===== config.mk =====
export PLATFORM = sky130hd
export DESIGN_NAME = pc_sequencer
export DESIGN_NICKNAME = d
export VERILOG_FILES = /design/src/rtl/pc_sequencer.sv
export SDC_FILE = /design/constraint.sdc
export NUM_CORES = 1
export LEC_CHECK = 0
export BUFFER_PORTS_ARGS = -buffer_cell sky130_fd_sc_hd__buf_2
export CORE_MARGIN = 2
export CORE_UTILIZATION = 40
export DETAILED_ROUTE_END_ITERATION = 10
export PLACE_DENSITY = 0.69
export SYNTH_ARGS = -nofsm -noshare
export SYNTH_HDL_FRONTEND = slang
export SYNTH_SLANG_ARGS = --single-unit

===== constraint.sdc =====
create_clock -name clk -period 4.5 [get_ports clk]
set_input_delay 0.225 -clock clk [delete_from_list [all_inputs] [get_ports clk]]
set_output_delay 0.225 -clock clk [all_outputs]
set_load 0.01 [all_outputs]

===== src/rtl/pc_sequencer.sv =====
// Program-counter sequencer: increment / absolute / PC-relative update under an IDLE-RUN-HALT FSM.
// Latency: prog_ctr updates one cycle after the decision; lut_addr is a zero-cycle pass-through.
// No backpressure; stall holds the PC in RUN. Optional macro PC_LINK_EN adds a one-entry call/return link.
module pc_sequencer #(
  parameter int          D        = 10,
  parameter int unsigned START_PC = 0
) (
  input  logic         clk,
  input  logic         reset,
  input  logic         start,
  input  logic         stall,
  input  logic         branch_en,
  input  logic         rel_mode,
  input  logic [3:0]   lut_idx,
  input  logic         halt_req,
`ifdef PC_LINK_EN
  input  logic         call_en,
  input  logic         ret_en,
`endif
  output logic [3:0]   lut_addr,
  input  logic [D-1:0] lut_target,
  output logic [D-1:0] prog_ctr,
  output logic         running,
  output logic         done
);

  localparam logic [D-1:0] START_V = START_PC[D-1:0];
  localparam logic [D-1:0] PC_ONE  = {{(D-1){1'b0}}, 1'b1};

  typedef enum logic [1:0] {
    IDLE = 2'd0,
    RUN  = 2'd1,
    HALT = 2'd2
  } state_t;

  state_t         state_q, state_d;
  logic [D-1:0]   pc_q, pc_d;
`ifdef PC_LINK_EN
  logic [D-1:0]   link_q, link_d;
`endif

  // Table index is a straight wire from the instruction field.
  assign lut_addr = lut_idx;
  assign prog_ctr = pc_q;
  assign running  = (state_q == RUN);
  assign done     = (state_q == HALT);

  // Next state and next PC: in RUN, halt beats stall beats (return) beats branch beats increment.
  always_comb begin
    state_d = state_q;
    pc_d    = pc_q;
`ifdef PC_LINK_EN
    link_d  = link_q;
`endif
    case (state_q)
      IDLE, HALT: begin
        if (start) begin
          state_d = RUN;
          pc_d    = START_V;
        end
      end
      RUN: begin
        if (halt_req) begin
          // PC keeps the halting instruction's address.
          state_d = HALT;
        end else if (stall) begin
          // A branch coincident with a stall is dropped; the decoder reasserts it.
          pc_d = pc_q;
        end
`ifdef PC_LINK_EN
        else if (ret_en) begin
          pc_d = link_q;
        end
`endif
        else if (branch_en) begin
          // Relative mode treats the target as two's complement; the D-bit add wraps naturally.
          pc_d = rel_mode ? (pc_q + lut_target) : lut_target;
`ifdef PC_LINK_EN
          if (call_en) begin
            link_d = pc_q + PC_ONE;
          end
`endif
        end else begin
          pc_d = pc_q + PC_ONE;
        end
      end
      default: begin
        state_d = IDLE;
        pc_d    = START_V;
      end
    endcase
  end

  // State, PC and link registers; synchronous reset overrides everything.
  always_ff @(posedge clk) begin
    if (reset) begin
      state_q <= IDLE;
      pc_q    <= START_V;
`ifdef PC_LINK_EN
      link_q  <= START_V;
`endif
    end else begin
      state_q <= state_d;
      pc_q    <= pc_d;
`ifdef PC_LINK_EN
      link_q  <= link_d;
`endif
    end
  end

endmodule


Word level (Yosys, flattened, before mapping)
Index checks and enable logic that the tools add are counted.
{"block": "op_classes", "n_addsub": 2, "multipliers": 0, "div": 0, "magnitude_cmp": 0, "eq_ne": 6, "n_shift": 0, "mux": 9, "bitwise_logic": 0, "n_reduce_logical": 4}
{"op": "$mux W10", "n": 5}
{"op": "$pmux W10 S2", "n": 1}
{"op": "$add A10 B1 Y10 const B", "n": 1}
{"op": "$add A10 B10 Y10", "n": 1}
{"op": "$ne A2 B2 Y1 const B", "n": 4}
{"op": "$mux W2", "n": 2}
{"op": "$pmux W2 S2", "n": 1}
{"op": "$reduce_and A3 Y1", "n": 1}
{"op": "$eq A2 B1 Y1 const B", "n": 1}
{"op": "$eq A2 B2 Y1 const B", "n": 1}
{"op": "$logic_not A2 Y1", "n": 1}
{"op": "$reduce_and A2 Y1", "n": 1}
{"op": "$reduce_or A2 Y1", "n": 1}
{"block": "totals", "register_bits": 12, "latch_bits": 0, "ram_bits": 0, "mem_bits_ro": 0, "in_bits": 21, "out_inout_bits": 16, "word_cells": 23, "n_memories": 0}

Logic depth before layout (Yosys ltp)
{"block": "logic_depth", "word_depth": 6, "mapped_depth": 9, "depth_no_buf": 9}

Least setup slack after synthesis
No wires, ideal clock.
{"block": "synth_timing", "kind": "reg-to-reg", "start": "register pc_q[0] (netlist: prog_ctr[0])", "end": "register pc_q[8] (netlist: prog_ctr[8])", "setup_time_ns": 0.086, "arrival_ns": 2.118, "t_required_ns": 4.414, "path_slack_ns": 2.295, "stages_incl_launch_ff": 10, "path_buffers": 0, "synth_period_minus_slack_ns": 2.205, "path_cell_list": "dfxtp_1 ha_1 inv_1 fa_1 nor2b_1 o21a_1 o21ai_2 a31oi_1 mux2_4 a221oi_2"}
{"block": "synth_via", "elab_chain_cells": 6, "elab_cells_between_ends": 7, "cone_classes": "add/sub: 2; mux: 5"}
{"element": "from (decl)", "line": "37", "rtl": "logic [D-1:0] pc_q, pc_d;"}
{"element": "from (signal assigned)", "line": "104", "rtl": "pc_q <= pc_d;"}
{"element": "$add A10 B10 Y10", "line": "77", "rtl": "pc_d = rel_mode ? (pc_q + lut_target) : lut_target;"}
{"element": "$mux W10", "line": "77"}
{"element": "$mux W10 (*)", "line": "75", "rtl": "else if (branch_en) begin"}
{"element": "$mux W10 (*)", "line": "66", "rtl": "end else if (stall) begin"}
{"element": "$mux W10 (*)", "line": "63", "rtl": "if (halt_req) begin"}
{"element": "$pmux W10 S2 (*)", "line": "55", "rtl": "case (state_q)"}
Mark *: on every way between the ends. The rest lies on a longest branch, timed or not. The select of a mux whose other input is x is not followed.
A chain may end at the register's enable or synchronous reset.

Worst setup path after layout
Same ends and word-level chain as after synthesis.

==> results.json <==
{
  "status": "finished, final reports clean",
  "power_leakage_uw": 0.0006589,
  "cap_violations": 0,
  "syn_inst": 182,
  "insertion_delay_ns": 0.28,
  "synth_edf_count": 0,
  "diodes": 0,
  "tritoncts": "yes",
  "postRouteAntennaNets": 0,
  "routed_via_density": 5.433,
  "first_pass_iters": 4,
  "cts_resized": 0,
  "crit_end": "prog_ctr[8]",
  "clkSinkCount": 12,
  "max-slew-margin-rel_pct": 19.70,
  "final.fill_count": 329,
  "setup_violations": 0,
  "core_sq_um": 3078,
  "routedWlPerCell_microns": 13.12,
  "clk_path_buf_depth": 2,
  "critPathKind": "reg -> reg",
  "postCtsSetupBuffers": 0,
  "synth_most_common_cell": "nand2_1",
  "rows": 20,
  "avgSynthCellArea_sq_um": 7.218,
  "area_growth_syn_to_layout_pct": 13.14,
  "fin_crit_sh_pct": 51.18,
  "critPathMaxFanout": 8,
  "r2r_cells": 9,
  "power_density_nw_per_um2": 180.6,
  "ios": 37,
  "port_buffers": 28,
  "grt_use_met1_pct": 26.82,
  "critPathRequiredTime_ns": 4.70,
  "multiInputGateArea_sq_um": 977.2,
  "yosysUniqueCellTypes": 48,
  "layout.nets": 236,
  "drv_slew": 0,
  "gp_congestion": 0.8130,
  "clock-skew-final_ns": 0.0004940,
  "dieArea_sq_um": 3759,
  "use_met2_pct": 30.40,
  "grtUsageTotal_pct": 19.71,
  "synth_ff_type": "dfxtp_1",
  "grt-ovfl-total": 0,
  "routed-via-count": 1342,
  "die_w_microns": 61.31,
  "drc_errors": 0,
  "netlist_area_sq_um": 1314,
  "syn-num-nets": 214,
  "yosysTopAreaCell": "dfxtp_1",
  "drt_wl_total_mm": 3.240,
  "grt_busiest_layer": "met2",
  "hold_viol": 0,
  "synthArstFlopShare_pct": 0,
  "clk_pin_slew_ns": 0.08,
  "cts-root-buf": "clkbuf_4",
  "max_freq_mhz": 434.2,
  "worstSetupStartpoint": "prog_ctr[0]",
  "postCtsHoldBufs": 0,
  "layout-drive-gt1-share_pct": 21.18,
  "antenna_found_initial": 0,
  "cp-start-kind": "register",
  "synth_common_cells": "nand2_1 (20), nor2_1 (17), o21ai_0 (15)",
  "yosysSeqAreaShare_pct": 18.29,
  "grt_pass1_vias": 1190,
  "ys_seq_elements": 12,
  "r2r_start": "prog_ctr[0]",
  "hp-class": "in -> reg",
  "endpoint_kind": "register",
  "drt_iter0_drc": 85,
  "regArea_sq_um": 240.2,
  "die_y_microns": 61.31,
  "synth.area.top_cells": "dfxtp_1 (18%), ha_1 (9.5%), nand2_1 (5.7%), o21ai_0 (5.7%), a21oi_1 (5.3%)",
  "dp_hpwl_mm": 2.401,
  "numCtsBuffers": 3,
  "period_minus_slack_ns": 2.303,
  "grt_pass1_wl_mm": 5.506,
  "p_total_uw": 268.4,
  "htreeDepth": 1,
  "rrSetupSlack_ns": 2.20,
  "setup-tns-final_ns": 0,
  "arrival_ns": 2.50,
  "rsz0062_at_grt": "false",
  "grt_max_degree": 25,
  "irDropWorstVdd_mv": 0.1389,
  "tightest_slew_ns": 1.205,
  "r2r-end": "prog_ctr[8]",
  "globalRouteMet3Util_pct": 5.882,
  "yosys.area.top_type_share_pct": 18.29,
  "initial_utilization_pct": 42.68,
  "ys.warnings.count": 0
}
-- power breakdown --
part | switching [uW] | internal, uW
clock network | 41.1 | 49.2
logic | 39.5 | 27.0
registers | 3.27 | 108
total | 83.9 | 185
-- state kept, by name, indices dropped and copies added (netlist names) --
| name | flops |
|---|---|
| state_q | 2 |
| prog_ctr | 10 |
-- final cells by class --
cell class | count | area share (%)
Multi-Input combinational cell | 149 | 65.74
Tap cell | 44 | 3.704
Sequential cell | 12 | 16.16
Clock buffer | 4 | 2.441
Inverter | 10 | 2.525
Timing Repair Buffer | 28 | 9.428
-- logic make-up after synthesis --
group / Yosys count / share of synthesized area, %
AND/OR/NAND/NOR: 69 / 25.33
adder cells (fa/ha/maj): 11 / 11.05
multiplexers: 7 / 6.191
AO/OA/AOI/OAI: 57 / 28.48
buffers and inverters: 21 / 7.333
flip-flops: 12 / 18.29
XOR/XNOR: 5 / 3.334
-- per-stage QoR --
stage	area, sq um	utilization [%]	cells	hold WS [ns]	worst slack, ns
2_1_floorplan	1314	-	182	0.3638	2.295
3_3_place_gp	1450	47.11	243	0.4501	2.263
3_5_place_dp	1450	47.11	243	0.4501	2.222
4_1_cts	1486	48.29	247	0.2032	2.193
5_1_grt	1486	48.29	247	0.2025	2.047
6_report	1486	48.29	247	0.2092	2.197
-- per-layer routing --
layer	routed length [microns]	up-vias	part of all wire, %
met5	0	-	0
met1	1613	603	50
met2	1372	34	42
met3	193	6	6.0
met4	60	0	1.9
li1	-	699	-
-- worst min path at each step --
stage / slack, ns / endpoint / start / cells past startpoint
3_5_place_dp: 0.45 / lut_addr[1] / lut_idx[1] / 0
3_3_place_gp: 0.45 / lut_addr[1] / lut_idx[1] / 0
2_1_floorplan: 0.36 / state_q[0] / start / 2
4_1_cts: 0.20 / state_q[0] / start / 3
6_report: 0.21 / state_q[0] / start / 3
5_1_grt: 0.20 / state_q[0] / start / 3
-- cells in the final DEF, fill, tap and decap left out, types with 3 or more instances in the layout --
| cell type | netlist | routed |
|---|---|---|
| mux2i_1 | 4 | 4 |
| xnor2_1 | 3 | 3 |
| ha_1 | 10 | 10 |
| nand2b_1 | 3 | 3 |
| nand2_1 | 20 | 20 |
| o21ai_0 | 15 | 15 |
| a31oi_1 | 3 | 3 |
| nor2_1 | 17 | 17 |
| buf_2 | 2 | 28 |
| nand3_1 | 7 | 7 |
| dfxtp_1 | 12 | 12 |
| nor3_1 | 4 | 4 |
| a211oi_1 | 4 | 4 |
| a21oi_1 | 14 | 14 |
| nor2b_1 | 5 | 5 |
| inv_1 | 10 | 10 |
| clkbuf_4 | 0 | 3 |
-- critical path: stages (launching register included) --
cell	delay (ns)
dfxtp_1	0.46
ha_1	0.22
inv_1	0.06
fa_1	0.40
nor2b_1	0.12
o21a_1	0.14
o21ai_2	0.07
a31oi_1	0.21
mux2_4	0.32
a221oi_2	0.22
Power figures use the tool's default switching activity.
